**config.mk**
```make
export PLATFORM = sky130hd
export DESIGN_NAME = store_buffer
export DESIGN_NICKNAME = d
export VERILOG_FILES = /design/src/rtl/store_buffer.sv
export SDC_FILE = /design/constraint.sdc
export NUM_CORES = 1
export LEC_CHECK = 0
export ABC_CLOCK_PERIOD_IN_PS = 4300
export BUFFER_PORTS_ARGS = -buffer_cell sky130_fd_sc_hd__buf_4
export CAP_MARGIN = 20
export CELL_PAD_IN_SITES_DETAIL_PLACEMENT = 2
export CELL_PAD_IN_SITES_GLOBAL_PLACEMENT = 2
export CORE_AREA = 4 4 233 235
export DETAILED_ROUTE_END_ITERATION = 7
export DIE_AREA = 0 0 237 239
export PLACE_DENSITY = 0.78
export SLEW_MARGIN = 20
export SYNTH_ARGS = -nofsm -noshare
export SYNTH_HDL_FRONTEND = slang
export SYNTH_SLANG_ARGS = --single-unit
```
**constraint.sdc**
```tcl
create_clock -name clk -period 4.3 [get_ports clk]
set_clock_uncertainty 0.05 [all_clocks]
set_input_delay 0.86 -clock clk [delete_from_list [all_inputs] [get_ports clk]]
set_output_delay 0.86 -clock clk [all_outputs]
set_load 0.02 [all_outputs]
```
**src/rtl/store_buffer.sv**
```systemverilog
// Store buffer: a DEPTH-entry FIFO between the MEM-stage store path and the data-memory write port.
// Define STORE_BUF_FWD_EN to forward data from a full-word store to a matching load.
module store_buffer #(
   parameter int DEPTH = 4,
   parameter int PTR_W = 2
) (
   input  logic        clk,
   input  logic        reset,
   input  logic        st_valid,
   input  logic [31:0] st_addr,
   input  logic [31:0] st_wd,
   input  logic [2:0]  st_op,
   input  logic [31:0] st_pc,
   output logic        st_ready,
   input  logic        ld_valid,
   input  logic [31:0] ld_addr,
   output logic        ld_hazard,
   output logic        ld_fwd_valid,
   output logic [31:0] ld_fwd_data,
   input  logic        dm_busy,
   output logic        dm_we,
   output logic [31:0] dm_addr,
   output logic [31:0] dm_wd,
   output logic [2:0]  dm_op,
   output logic [31:0] dm_pc,
   output logic        empty
);

   typedef struct packed {
      logic [31:0] addr;
      logic [31:0] wd;
      logic [2:0]  op;
      logic [31:0] pc;
   } entry_t;

   entry_t           r_mem [DEPTH];
   logic [PTR_W-1:0] r_head;
   logic [PTR_W-1:0] r_tail;
   logic [PTR_W:0]   r_count;

   logic             w_full;
   logic             w_empty;
   logic             w_enq;
   logic             w_deq;
   entry_t           w_head_entry;
   logic             w_match_any;
   logic [PTR_W-1:0] w_idx;
   logic             w_unused;

   assign w_full   = (r_count == (PTR_W+1)'(DEPTH));
   assign w_empty  = (r_count == '0);
   assign st_ready = !w_full;
   assign empty    = w_empty;

   // st_ready ignores a same-cycle drain, so a full buffer refuses even when it is draining.
   assign w_enq = st_valid && !w_full;
   assign dm_we = !w_empty && !dm_busy && !reset;
   assign w_deq = dm_we;

   assign w_head_entry = w_empty ? '0 : r_mem[r_head];
   assign dm_addr      = w_head_entry.addr;
   assign dm_wd        = w_head_entry.wd;
   assign dm_op        = w_head_entry.op;
   assign dm_pc        = w_head_entry.pc;

   always_ff @(posedge clk) begin
      if (reset) begin
         r_head  <= '0;
         r_tail  <= '0;
         r_count <= '0;
      end else begin
         if (w_enq) r_tail <= r_tail + 1'b1;
         if (w_deq) r_head <= r_head + 1'b1;
         case ({w_enq, w_deq})
            2'b10:   r_count <= r_count + 1'b1;
            2'b01:   r_count <= r_count - 1'b1;
            default: r_count <= r_count;
         endcase
      end
   end

   // NOTE: the payload array is deliberately not reset; r_count alone decides which slots are live.
   always_ff @(posedge clk) begin
      if (w_enq && !reset) r_mem[r_tail] <= {st_addr, st_wd, st_op, st_pc};
   end

`ifdef STORE_BUF_FWD_EN
   logic        w_young_sub;
   logic [31:0] w_young_wd;
`endif

   // Walk oldest to youngest so the last hit seen is the youngest matching store.
   always_comb begin
      w_match_any = 1'b0;
      w_idx       = r_head;
`ifdef STORE_BUF_FWD_EN
      w_young_sub = 1'b0;
      w_young_wd  = '0;
`endif
      for (int k = 0; k < DEPTH; k++) begin
         w_idx = r_head + PTR_W'(k);
         if (((PTR_W+1)'(k) < r_count) && (r_mem[w_idx].addr[31:2] == ld_addr[31:2])) begin
            w_match_any = 1'b1;
`ifdef STORE_BUF_FWD_EN
            w_young_sub = (r_mem[w_idx].op == 3'd6) || (r_mem[w_idx].op == 3'd7);
            w_young_wd  = r_mem[w_idx].wd;
`endif
         end
      end
   end

`ifdef STORE_BUF_FWD_EN
   assign ld_hazard    = ld_valid && w_match_any && w_young_sub;
   assign ld_fwd_valid = ld_valid && w_match_any && !w_young_sub;
   assign ld_fwd_data  = ld_fwd_valid ? w_young_wd : '0;
`else
   assign ld_hazard    = ld_valid && w_match_any;
   assign ld_fwd_valid = 1'b0;
   assign ld_fwd_data  = '0;
`endif

   assign w_unused = &{1'b0, ld_addr[1:0]};

endmodule

```
==> impl_metrics.tcl <==
set metrics [dict create \
    crit_arrival_ns 3.37 \
    die_area_um2 56600 \
    utilization_pct 46.2 \
    finalCritPeriodShare_pct 99.6 \
    via_per_inst 5.43 \
    irDropWorstVdd_mv 0.492 \
    grt_pass1_wl_mm 91.5 \
    worstSetupPathType "reg2out" \
    timing.hold.ws_ns 0.407 \
    synthDistinctLibCells 62 \
    final-hold-violation-count 0 \
    crit_path_max_fanout 12 \
    fin_nets 1604 \
    status "complete, no violations" \
    htree_num_levels 2 \
    fillers 4827 \
    grt_start_max_net_pins 67 \
    path_cells "buf_12 > buf_12 > mux2i_1 > xor2_1 > nand2_1 > a2111oi_4 > o2111ai_2 > nor4_2 > o41a_1 > buf_6" \
    synth.cell_area_um2 19600 \
    area_delta_synth_final_pct 23.2 \
    clk_pin_slew_ns 0.06 \
    pwr-share-seq_pct 37.7 \
    critPathTopFamily "compound AO/OA/AOI/OAI gates" \
    fp.dieW_um 237 \
    gp_congestion 0.935 \
    core_area_um2 52200 \
    cts_tree "built" \
    async_flop_share_pct 0 \
    slowest_stage "a2111oi_4" \
    grt_pass1_vias 13400 \
    grt_remaining_overflow 0 \
    maxClockFrequency_ghz 0.234 \
    antenna_found_initial 10 \
    drtPass1Iterations 5 \
    io_pins 272 \
    p_comb_share_pct 31.4 \
    row_count 84 \
    swShare_pct 31.8 \
    post-route-min-period_ns 4.28 \
    power_density_nw_per_um2 503 \
    insertion_delay_ns 0.59 \
    start_util_pct 37.5 \
    rsz0062_at_grt "yes" \
    root_buffer "clkbuf_16" \
    ys.flop_type "edfxtp_1" \
    relSlewSlack_pct 51.1 \
    drc_errors 0 \
    power_mw 12.2 \
    stdcell_count 2186 \
    cp_num_buf_inv 3 \
    worst_slew_pin_slew_ns 0.734 \
    die_h_um 239 \
    p_leak_nw 8.19 \
    tns_ns 0 \
    cp.required_ns 3.39 \
    netlist_instances 1181 \
    startpoint_type "flip-flop" \
    maxCapViolCount 0 \
    wl_per_cell_um 28.4 \
    vias 11900 \
    p_clk_share_pct 30.9 \
    end_kind "primary output" \
    drive_gt1_share_pct 37.2 \
    yosys_warnings 0 \
    dp_cells 2083 \
    cts_made_buffers 46 \
    postRouteAntennaNets 0 \
    grt.total_usage_pct 21.6 \
    crit_top_cell "buf_12" \
    intPower_mw 8.30 \
    clock_sinks 405 \
    hold_class "in2reg" \
    netSwitchingPower_mw 3.86 \
    dr.first_iter.drc_count 758 \
    synth-seq-cells 405 \
    synth_edf_count 396 \
    port_buffers 236 \
    routed_wl_mm 62.1 \
    max_stage_delay_ns 0.40 \
    yosys.area.top_type "edfxtp_1" \
    synth.area.top_cells "edfxtp_1 61%, mux4_2 14%, mux2i_1 4.7%" \
    clockBufferDepth 3 \
    synth_seq_area_share_pct 61.6 \
    syn_avg_cell_area_um2 16.6 \
    synth_top_area_share_pct 60.6 \
    slew_violations 0 \
    dpl.hpwl_mm 43.7 \
    finalSetupViolCount 0 \
]
layer usage:
layer  up-vias  wire length, um  GRT usage (%)
met5         -               89              0
met4        12             1520           5.96
met3        88             4420           6.75
met2       338            31900           37.2
met1      6256            24200           26.4
li1       5179                -              -
placed cells by master, fill, tap and decap left out, types with 6 or more instances in the layout:
master     count
xnor2_1       56
a211oi_1       7
nand2_1       26
mux2_2        10
mux2i_1       86
nor2b_1       92
buf_4        289
a21oi_1       22
clkbuf_16     46
nor3_1         6
nand4_1       12
nor2_1        26
buf_12        15
mux2i_2        6
nand3_1        8
clkbuf_1      10
conb_1        33
o22ai_1        9
clkinv_1      10
o21ai_0       14
clkinv_2       9
xnor2_2        6
nor4_1         8
mux4_2       127
xor2_1        34
inv_1         11
ha_1           9
or2_2          6
edfxtp_1     396
registers in the layout (all words and copies together) (netlist names), named ones only:
name	cells
r_count	3
r_head	2
r_mem	396
r_tail	2
path summary, 6_finish.rpt:
check	from	to	cells past startpoint	slack, ns
worst max-delay path	r_head[0]$_SDFFE_PP0P_	ld_hazard	10	0.02
worst min-delay path	st_wd[24]	r_mem[3][59]$_DFFE_PP_	1	0.41
worst max register to register	r_count[0]$_SDFFE_PP0P_	r_mem[1][23]$_DFFE_PP_	7	1.44
worst min register to register	r_tail[1]$_SDFFE_PP0P_	r_tail[1]$_SDFFE_PP0P_	2	0.49
power groups by stage:
stage               combinational [mW]  clock [mW]  sequential (mW)
finish                            3.82        3.75             4.59
global route                      4.07        4.04             4.60
CTS                               3.81        3.87             4.59
detailed placement                3.64           0             4.70
global placement                  3.57           0             4.68
floorplan                         2.29           0             4.62
what timing repair did:
item                                    CTS  global route
gates cloned                              1             0
resized for setup                        22            27
endpoints found under the setup margin    1             1
pin swaps                                 9            13
buffers inserted                         10             6
hold buffers                              0             0
through the flow:
stage | setup slack, ns | cell area (um2)
finish | 0.0178 | 24200
global route | -0.0907 | 24100
CTS | 0.0205 | 24000
detailed placement | 0.265 | 22300
global placement | 0.233 | 22300
floorplan | 0.245 | 19700
synthesized netlist by cell type, drive strengths merged, types with 15 or more instances:
cell,instances
a21oi,22
buf,75
clkbuf,37
edfxtp,396
mux2,15
mux2i,93
mux4,127
nand2,26
nor2,27
nor2b,93
xnor2,62
xor2,34
cell type report:
cell class	count	area [um2]	area share, %
inverters	12	45.0	0.186
multi-input cells	684	7140	29.6
diodes	4	10.0	0.0414
flip-flops and latches	405	12100	50.0
repair buffers	310	2570	10.7
clock buffers	57	1200	4.98
well taps	688	861	3.56
clock inverters	26	235	0.974
cells by family after synthesis:
logic type | synth area share, %
buffers and inverters | 3.61
AOI/OAI and AO/OA | 3.91
adders and majority gates | 0.574
xor gates and xnor gates | 4.29
and+or+nand+nor | 5.78
DFF | 61.6
muxes | 20.3
other | 0.0191
Power figures use the tool's default switching activity.
